## config.mk

```make
export PLATFORM = sky130hd
export DESIGN_NAME = reaction_timer_multi
export DESIGN_NICKNAME = d
export VERILOG_FILES = /design/src/rtl/rt_pkg.sv /design/src/rtl/rt_ms_tick.sv /design/src/rtl/reaction_timer_multi.sv
export SDC_FILE = /design/constraint.sdc
export NUM_CORES = 1
export LEC_CHECK = 0
export BUFFER_PORTS_ARGS = -buffer_cell sky130_fd_sc_hd__buf_2
export CAP_MARGIN = 20
export CORE_UTILIZATION = 54
export DETAILED_ROUTE_END_ITERATION = 8
export PLACE_DENSITY = 0.82
export SLEW_MARGIN = 0
export SYNTH_ARGS = -nofsm -noshare
export SYNTH_HDL_FRONTEND = slang
export SYNTH_SLANG_ARGS = --single-unit
```

## constraint.sdc

```tcl
create_clock -name clk -period 3.4 [get_ports clk]
set_clock_uncertainty 0.15 [all_clocks]
set_input_delay 0.17 -clock clk [delete_from_list [all_inputs] [get_ports clk]]
set_output_delay 0.17 -clock clk [all_outputs]
set_load 0.005 [all_outputs]
```

## src/rtl/rt_pkg.sv

```systemverilog
// Shared definitions for the multi-player reaction timer.
// Contents: round state enum, LFSR seed/taps and step function, ms prescaler divisor.
package rt_pkg;

    typedef enum logic [2:0] {
        ST_IDLE  = 3'd0,
        ST_ARMED = 3'd1,
        ST_GO    = 3'd2,
        ST_DONE  = 3'd3,
        ST_FAULT = 3'd4
    } rt_state_t;

    // x^16 + x^14 + x^13 + x^11 + 1, shifting left; taps on bits 15, 13, 12, 10
    localparam logic [15:0] LFSR_SEED = 16'hACE1;
    localparam logic [15:0] LFSR_TAPS = 16'hB400;

    localparam int unsigned CLK_HZ_DEFAULT = 25_000_000;
    localparam int unsigned MS_DIV         = CLK_HZ_DEFAULT / 1000;

    // Cycles per ms tick for a given clock; never below one
    function automatic int unsigned ms_div(input int unsigned clk_hz);
        return (clk_hz >= 1000) ? (clk_hz / 1000) : 1;
    endfunction

    // One LFSR step; a nonzero state never reaches all-zero
    function automatic logic [15:0] lfsr_next(input logic [15:0] s);
        return {s[14:0], ^(s & LFSR_TAPS)};
    endfunction

endpackage

```

## src/rtl/rt_ms_tick.sv

```systemverilog
// Millisecond prescaler: emits a one-cycle tick every DIV cycles.
// Ports: clk, rst (async, active-high), clr (sync restart of the period), tick (registered pulse).
module rt_ms_tick #(
    parameter int unsigned DIV = 25_000
) (
    input  logic clk,
    input  logic rst,
    input  logic clr,
    output logic tick
);

    localparam int unsigned CNT_W = (DIV > 1) ? $clog2(DIV) : 1;
    localparam logic [CNT_W-1:0] CNT_LAST = CNT_W'(DIV - 1);

    logic [CNT_W-1:0] cnt;

    // After a clear the first tick appears DIV cycles later
    always_ff @(posedge clk or posedge rst) begin
        if (rst) begin
            cnt  <= '0;
            tick <= 1'b0;
        end else if (clr) begin
            cnt  <= '0;
            tick <= 1'b0;
        end else if (cnt == CNT_LAST) begin
            cnt  <= '0;
            tick <= 1'b1;
        end else begin
            cnt  <= cnt + CNT_W'(1);
            tick <= 1'b0;
        end
    end

endmodule

```

## src/rtl/reaction_timer_multi.sv

```systemverilog
// Multi-player reaction-time core: random arm delay, stimulus, per-player ms
// reaction times, false-start detection, first-responder and best-time record.
// Ports: clk, rst (async, active-high), start, btn[NUM_PLAYERS];
//        stim_led, busy, done (pulse), false_start, timed_out, time_ms (packed
//        per player), winner, winner_valid, best_ms. All outputs registered.
module reaction_timer_multi
    import rt_pkg::*;
#(
    parameter int unsigned NUM_PLAYERS  = 2,
    parameter int unsigned CLK_HZ       = 25_000_000,
    parameter int unsigned TIME_W       = 14,
    parameter int unsigned MIN_DELAY_MS = 1000,
    parameter int unsigned RAND_W       = 11,
    parameter int unsigned TIMEOUT_MS   = 9999,
    localparam int unsigned WIN_W = (NUM_PLAYERS > 1) ? $clog2(NUM_PLAYERS) : 1
) (
    input  logic                          clk,
    input  logic                          rst,
    input  logic                          start,
    input  logic [NUM_PLAYERS-1:0]        btn,
    output logic                          stim_led,
    output logic                          busy,
    output logic                          done,
    output logic [NUM_PLAYERS-1:0]        false_start,
    output logic [NUM_PLAYERS-1:0]        timed_out,
    output logic [NUM_PLAYERS*TIME_W-1:0] time_ms,
    output logic [WIN_W-1:0]              winner,
    output logic                          winner_valid,
    output logic [TIME_W-1:0]             best_ms
);

    localparam int unsigned TICK_DIV = ms_div(CLK_HZ);
    localparam int unsigned DLY_W    = $clog2(MIN_DELAY_MS + (1 << RAND_W));
    localparam logic [TIME_W-1:0] T_MAX = TIME_W'(TIMEOUT_MS);

    rt_state_t              state, next_state;
    logic [15:0]            lfsr;
    logic [NUM_PLAYERS-1:0] btn_q, rise, pressed, new_press;
    logic                   tick, tick_clr, accept, all_pressed, time_up;
    logic [DLY_W-1:0]       delay;
    logic [TIME_W-1:0]      ms_cnt, win_time, best_cand;
    logic [WIN_W-1:0]       first_idx;

    rt_ms_tick #(.DIV(TICK_DIV)) u_tick (
        .clk  (clk),
        .rst  (rst),
        .clr  (tick_clr),
        .tick (tick)
    );

    // Rising edges; a button held across GO entry has no edge until re-pressed
    assign rise        = btn & ~btn_q;
    assign new_press   = (state == ST_GO) ? (rise & ~pressed) : '0;
    assign all_pressed = &(pressed | new_press);
    assign time_up     = (ms_cnt == T_MAX);
    // If the first press lands in the exit cycle, its time is the live counter
    assign best_cand   = winner_valid ? win_time : ms_cnt;

    // Lowest-index new press wins a same-cycle tie
    always_comb begin
        first_idx = '0;
        for (int i = int'(NUM_PLAYERS) - 1; i >= 0; i--) begin
            if (new_press[i]) first_idx = WIN_W'(i);
        end
    end

    // Next-state and control strobes
    always_comb begin
        next_state = state;
        accept     = 1'b0;
        tick_clr   = 1'b0;
        case (state)
            ST_IDLE, ST_DONE, ST_FAULT: begin
                if (start) begin
                    next_state = ST_ARMED;
                    accept     = 1'b1;
                    tick_clr   = 1'b1;
                end
            end
            ST_ARMED: begin
                if (|rise) begin
                    next_state = ST_FAULT;
                end else if (tick && (delay <= DLY_W'(1))) begin
                    next_state = ST_GO;
                    tick_clr   = 1'b1;
                end
            end
            ST_GO: begin
                if (all_pressed || time_up) next_state = ST_DONE;
            end
            default: next_state = ST_IDLE;
        endcase
    end

    // State register
    always_ff @(posedge clk or posedge rst) begin
        if (rst) state <= ST_IDLE;
        else     state <= next_state;
    end

    // Datapath and registered outputs
    always_ff @(posedge clk or posedge rst) begin
        if (rst) begin
            lfsr         <= LFSR_SEED;
            btn_q        <= '0;
            stim_led     <= 1'b0;
            busy         <= 1'b0;
            done         <= 1'b0;
            false_start  <= '0;
            timed_out    <= '0;
            time_ms      <= '0;
            winner       <= '0;
            winner_valid <= 1'b0;
            best_ms      <= '1;
            delay        <= '0;
            ms_cnt       <= '0;
            pressed      <= '0;
            win_time     <= '0;
        end else begin
            lfsr     <= lfsr_next(lfsr);
            btn_q    <= btn;
            stim_led <= (next_state == ST_GO);
            busy     <= (next_state == ST_ARMED) || (next_state == ST_GO);
            done     <= ((state == ST_ARMED) || (state == ST_GO)) &&
                        ((next_state == ST_DONE) || (next_state == ST_FAULT));

            if (accept) begin
                false_start  <= '0;
                timed_out    <= '0;
                time_ms      <= '0;
                winner       <= '0;
                winner_valid <= 1'b0;
                pressed      <= '0;
                delay        <= DLY_W'(MIN_DELAY_MS) + DLY_W'(lfsr[RAND_W-1:0]);
            end

            case (state)
                ST_ARMED: begin
                    if (|rise) begin
                        false_start <= rise;
                    end else if (next_state == ST_GO) begin
                        ms_cnt  <= '0;
                        pressed <= '0;
                    end else if (tick) begin
                        delay <= delay - DLY_W'(1);
                    end
                end
                ST_GO: begin
                    if (tick && !time_up) ms_cnt <= ms_cnt + TIME_W'(1);
                    for (int i = 0; i < int'(NUM_PLAYERS); i++) begin
                        if (new_press[i]) begin
                            time_ms[i*TIME_W +: TIME_W] <= ms_cnt;
                            pressed[i]                  <= 1'b1;
                        end else if ((next_state == ST_DONE) && !pressed[i]) begin
                            time_ms[i*TIME_W +: TIME_W] <= T_MAX;
                            timed_out[i]                <= 1'b1;
                        end
                    end
                    if (!winner_valid && (|new_press)) begin
                        winner       <= first_idx;
                        winner_valid <= 1'b1;
                        win_time     <= ms_cnt;
                    end
                    if ((next_state == ST_DONE) && (winner_valid || (|new_press)) &&
                        (best_cand < best_ms)) begin
                        best_ms <= best_cand;
                    end
                end
                default: ;
            endcase
        end
    end

endmodule

```

* Word-level counts from Yosys, hierarchy flattened
Cells that the tools add are included.
Cells by class: add/sub/neg operators 4, $lt $le $gt $ge 2, equality and inequality tests 13, mux-type cells 54, bitwise logic cells 5, reductions and logical operators 27
Operators with widths (number):
- 2-to-1 mux 14 bit | 8
- 2-to-1 mux 12 bit | 5
- 2-to-1 mux 28 bit | 2
- 2-to-1 mux 15 bit | 2
- case mux 14 bit (2 select lines) | 1
- 2-to-1 mux 1 bit | 20
- 2-to-1 mux 2 bit | 9
- parity 16 bit | 1
- adder 15 x 1 -> 15 bit (second input constant) | 1
- equality test 15 bit (second input constant) | 1
- adder 14 x 1 -> 14 bit (second input constant) | 1
- equality test 14 bit (second input constant) | 1
- < comparator 14 bit | 1
- adder 10 x 11 -> 12 bit (first input constant) | 1
- equality test 3 x 2 -> 1 bit (second input constant) | 4
- less-or-equal comparator 12 x 1 -> 1 bit (second input constant) | 1
- 2-to-1 mux 3 bit | 4
- subtractor 12 x 1 -> 12 bit (second input constant) | 1
- case mux 3 bit (3 select lines) | 1
- logical AND 1 bit | 8
- equality test 3 x 1 -> 1 bit (second input constant) | 2
- equality test 3 bit (second input constant) | 2
- AND reduction 2 bit | 3
- logical OR 1 bit | 5
- other kinds (13) | 20
Word-level totals: register bits 130, input bits 5, output and inout port bits 51, word-level logic and storage cells 123

* Longest topological paths before layout
word-level depth 14, depth in mapped cells 12, mapped depth without buffers 9

* Modules after synthesis
From an unflattened synthesis, not the netlist that was laid out.
Second synthesis, totals: cell total of the unflattened synthesis 567, area total of the unflattened synthesis 6251.0 um^2
By module, submodules not included:
- reaction_timer_multi | times used 1, cells each 493, area an instance 5466.5 um^2, seq. area each 2880.3 um^2
- rt_ms_tick | times used 1, cells each 74, area an instance 784.5 um^2, seq. area each 400.4 um^2

* Worst setup path before layout
No wires, ideal clock.
kind register to register, from register winner_valid, to register best_ms[10], library setup time 85 ps, arrival 2890 ps, data required time 3165 ps, path slack 275 ps, cell stages (with the launch flop) 12, path buffers 3, period minus slack after synthesis 3125 ps, path through dfrtp_1 -> buf_1 -> clkbuf_1 -> mux2_2 -> ha_1 -> a21oi_1 -> nor2b_1 -> o21ai_0 -> o311ai_1 -> nor4_4 -> buf_4 -> mux2_1
On the way: longest elaborated chain between the ends 4, elaborated cells on any way between the ends 6, classes of those cells order compare: 1; mux: 1; reduce/logical: 4
RTL lines:
- start, declared | RTL line reaction_timer_multi.sv:28 | output logic winner_valid,
- start signal, assigned | RTL line reaction_timer_multi.sv:113 | winner_valid <= 1'b0;
- start signal, assigned | RTL line reaction_timer_multi.sv:132 | winner_valid <= 1'b0;
- start signal, assigned | RTL line reaction_timer_multi.sv:161 | winner_valid <= 1'b1;
- 2-to-1 mux 14 bit * | RTL line reaction_timer_multi.sv:57 | assign best_cand = winner_valid ? win_time : ms_cnt;
- net best_cand[10] | RTL line reaction_timer_multi.sv:41 | logic [TIME_W-1:0] ms_cnt, win_time, best_cand;
- < comparator 14 bit | RTL line reaction_timer_multi.sv:165 | (best_cand < best_ms)) begin
- logical AND 1 bit | RTL line reaction_timer_multi.sv:164 | if ((next_state == ST_DONE) && (winner_valid || (|new_press)) &&
- AND reduction 2 bit (no source line)
- end signal, assigned | RTL line reaction_timer_multi.sv:166 | best_ms <= best_cand;
- end, declared | RTL line reaction_timer_multi.sv:29 | output logic [TIME_W-1:0] best_ms
The timed path passes the listed nets; every way through them passes the cells marked *. A chain may end at the register's enable or synchronous reset.

* Worst setup path after layout
from register winner_valid, to register best_ms[9]
On the way: longest elaborated chain between the ends 4, elaborated cells on any way between the ends 6, classes of those cells order compare: 1; mux: 1; reduce/logical: 4
RTL lines (RTL line):
- 2-to-1 mux 14 bit | reaction_timer_multi.sv:57
- net best_cand[1] | reaction_timer_multi.sv:41
- < comparator 14 bit | reaction_timer_multi.sv:165
- logical AND 1 bit | reaction_timer_multi.sv:164
- AND reduction 2 bit (no source line)
The timed path passes the listed nets, and every way through them passes these cells.

==> results.md <==
- Via Count: 4786
- Share of cells above drive strength 1: 0.255
- HPWL Detailed: 9810 um
- Htree depth: 4
- Total Power: 3.73 mW
- Worst Hold Class: flop to flop
- Compound-Gate Fraction of Synth Area: 0.125
- Top Ports: 56
- Reg-to-reg endpoint: best_ms[9]
- DP Area: 6850 sq um
- CTS tree: built
- DR iter-0 viols: 266
- Clock Latency Late Sink: 0.41 ns
- Setup Buffers After CTS: 0
- Tmin final: 2.99 ns
- Slew Limit Fails: 0
- Place WS: 0.437 ns
- Worst reg2reg startpoint: winner_valid
- Post-synthesis sequential area ratio: 0.514
- Port bufs: 55
- Fmax: 334 MHz
- Multiplexer area fraction after synthesis: 0.0696
- Most frequent cells in the layout: 108 x dfrtp_1, 65 x nor2_1, 65 x nand2_1
- Total number of yosys warnings: 0
- Maximum clock insertion buffer count: 2
- Num rows: 39
- Num CTS Buffers: 17
- Critical path's slowest cell: dfrtp_1
- Syn_nets: 622
- Req. time, crit path: 3.58 ns
- Gr usage total: 0.244
- Fill count: 854
- R2r setup slk: 0.41 ns
- Cts hold-fix bufs: 4
- Core Area: 11500 sq um
- FF-to-FF path depth: 9
- Drt first pass iters: 4
- Critical Path Start: winner_valid
- Setup-failing EPs final: 0
- Commonest non-fill, non-tap cell in the layout: dfrtp_1
- Routed len/inst: 17.2 um
- Setup ws final: 0.406 ns
- Hold Violations, Final: 0
- Routed WL: 14100 um
- DRC: 0
- Worst-path clk slew: 0.05 ns
- Crit path cell chain: mux2_2 > ha_1 > o21ai_0 > a31oi_1 > o31ai_1 > a21oi_1 > nor4_4 > buf_4 > mux2_1
- Initial antenna violation count: 0
- Pwr dens: 499 nW/um^2
- Vias per cell: 5.85
- Worst Hold Launch: lfsr[14]
- Critical path peak fanout: 14
- RD Place Congestion: 0.852
- Number of max-cap violations: 0
- Critical path destination: best_ms[9]
- Mapped Avg Cell Area: 10.7 sq um
- Tcrit/Tclk final: 0.881
- FF+latch area: 3280 sq um
- Status: completed
- Main synth FF type: dfrtp_1
- Hold Slack: 0.198 ns
- Post-Syn Area: 6380 sq um
- Setup TNS: 0 ns
- Worst setup EP type: flop
- First-pass GRT wire length: 23500 um
- Final Cell Area: 7470 sq um
- Die width: 111 um
- Max VDD drop: 0.451 mV
- Antenna Nets Post-Route: 0
- Die height: 111 um
- Final std cells w/o fill: 818
- Worst Tran Pin Value: 0.971 ns
- Vias in the first global route: 4844
- Worst slew margin: 0.351
- RSZ-0062 raised after global routing: no
- Mapped Cells: 599
- Critical path's largest stage delay: 0.55 ns
- Placed cell count: 783
- Root Driver: clkbuf_16
- # resized after CTS: 0
- Layout area overhead: 17.1%
- Post-Synth Simple-Gate Area: 0.171
- Post-synthesis adder-cell area fraction: 0.0353
- Critical path class: flop to flop
- Post-layout util: 0.651
- Clock sink total: 130
- # diodes: 0
- Fraction of registers with async set/reset: 1.00
- Largest family of logic cells by synthesized area: simple AND/OR/NAND/NOR gates
- Multi-input gate area: 2870 sq um
- Nets: 686
- Initial core utilization: 0.556
- Distinct cells, synth: 66
- EDFF count, synth: 0
- Die area: 12300 sq um
- Largest net degree at the start of global routing: 46
- Worst setup SP type: flop
- #FFs+latches synth: 130
- Post-Synth XOR/XNOR Area: 0.0480
- Global route overflow: 0
- Worst path arrival time: 3.17 ns
- Pleak: 3.39 nW
sequential cells by signal (all words and copies together) (netlist names):
name,count
state,3
false_start,2
stim_led,1
pressed,2
winner_valid,1
time_ms,28
busy,1
btn_q,2
delay,12
winner,1
timed_out,2
lfsr,16
ms_cnt,14
done,1
win_time,14
u_tick.cnt,15
best_ms,14
u_tick.tick,1
synthesized netlist by cell type, drive strengths merged, types with 2 or more instances:
| library cell | count | area share |
|---|---|---|
| nor2 | 65 | 0.038 |
| a21o | 6 | 0.0071 |
| clkbuf | 19 | 0.011 |
| inv | 25 | 0.015 |
| nor3 | 14 | 0.013 |
| nand4b | 4 | 0.0065 |
| a22o | 7 | 0.0096 |
| o32ai | 4 | 0.0055 |
| nor3b | 4 | 0.0065 |
| a21oi | 19 | 0.015 |
| nand3 | 17 | 0.013 |
| a32o | 6 | 0.0094 |
| o31ai | 3 | 0.0035 |
| nor4 | 7 | 0.013 |
| dfstp | 22 | 0.091 |
| buf | 10 | 0.010 |
| and3 | 4 | 0.0039 |
| nor4bb | 2 | 0.0031 |
| mux2i | 5 | 0.0078 |
| ha | 18 | 0.035 |
| or2 | 5 | 0.0049 |
| nand2 | 65 | 0.038 |
| o211ai | 8 | 0.0094 |
| or4 | 3 | 0.0035 |
| xnor2 | 25 | 0.034 |
| a211o | 3 | 0.0055 |
| o21a | 3 | 0.0035 |
| a2111oi | 2 | 0.0027 |
| dfrtp | 108 | 0.42 |
| nor2b | 4 | 0.0039 |
| a211oi | 20 | 0.025 |
| o311a | 2 | 0.0031 |
| nand4 | 3 | 0.0029 |
| or3b | 3 | 0.0041 |
| nand2b | 3 | 0.0029 |
| o21ai | 17 | 0.016 |
| mux2 | 35 | 0.062 |
| or3 | 6 | 0.0059 |
| xor2 | 10 | 0.014 |
area by class of cell:
cell class,count,share of cell area
inverters,26,0.0137
well taps,143,0.0240
clock inverters,4,0.00603
multi-input cells,414,0.385
repair buffers,74,0.0611
clock buffers,27,0.0714
flip-flops and latches,130,0.439
per-layer routing:
layer  share of wire  track usage  up-vias
li1                -            -     2235
met3           0.047       0.0530       27
met5               0            0        -
met2            0.52        0.413      145
met1            0.41        0.299     2379
met4           0.024        0.108        0
cells by family after synthesis:
| group | count (synthesis) |
|---|---|
| AND/OR/NAND/NOR | 214 |
| flip-flops | 130 |
| AO/OA/AOI/OAI | 107 |
| buffers and inverters | 55 |
| multiplexers | 40 |
| XOR/XNOR | 35 |
| adder cells (fa/ha/maj) | 18 |
worst min path at each step:
| stage | endpoint | slack (ns) | depth (start not counted) |
|---|---|---|---|
| after floorplan | btn_q[0] | 0.05 | 0 |
| after global placement | btn_q[1] | 0.16 | 1 |
| after detailed placement | btn_q[1] | 0.16 | 1 |
| after CTS | lfsr[15] | 0.20 | 0 |
| after global routing | lfsr[15] | 0.20 | 0 |
| final | lfsr[15] | 0.20 | 0 |
critical path, delay by kind of cell, from the launching register on:
kind | cells | cell delay (ns)
adders and majority gates | 1 | 0.27
and+or+nand+nor | 1 | 0.29
muxes | 2 | 0.76
buffers and inverters | 1 | 0.27
DFF | 1 | 0.55
AOI/OAI and AO/OA | 4 | 0.63
power by group:
group | internal, mW | switching (mW)
Sequential | 1.61 | 0.0726
Combinational | 0.109 | 0.189
Clock | 1.13 | 0.613
(Power assumes the default switching activity.)
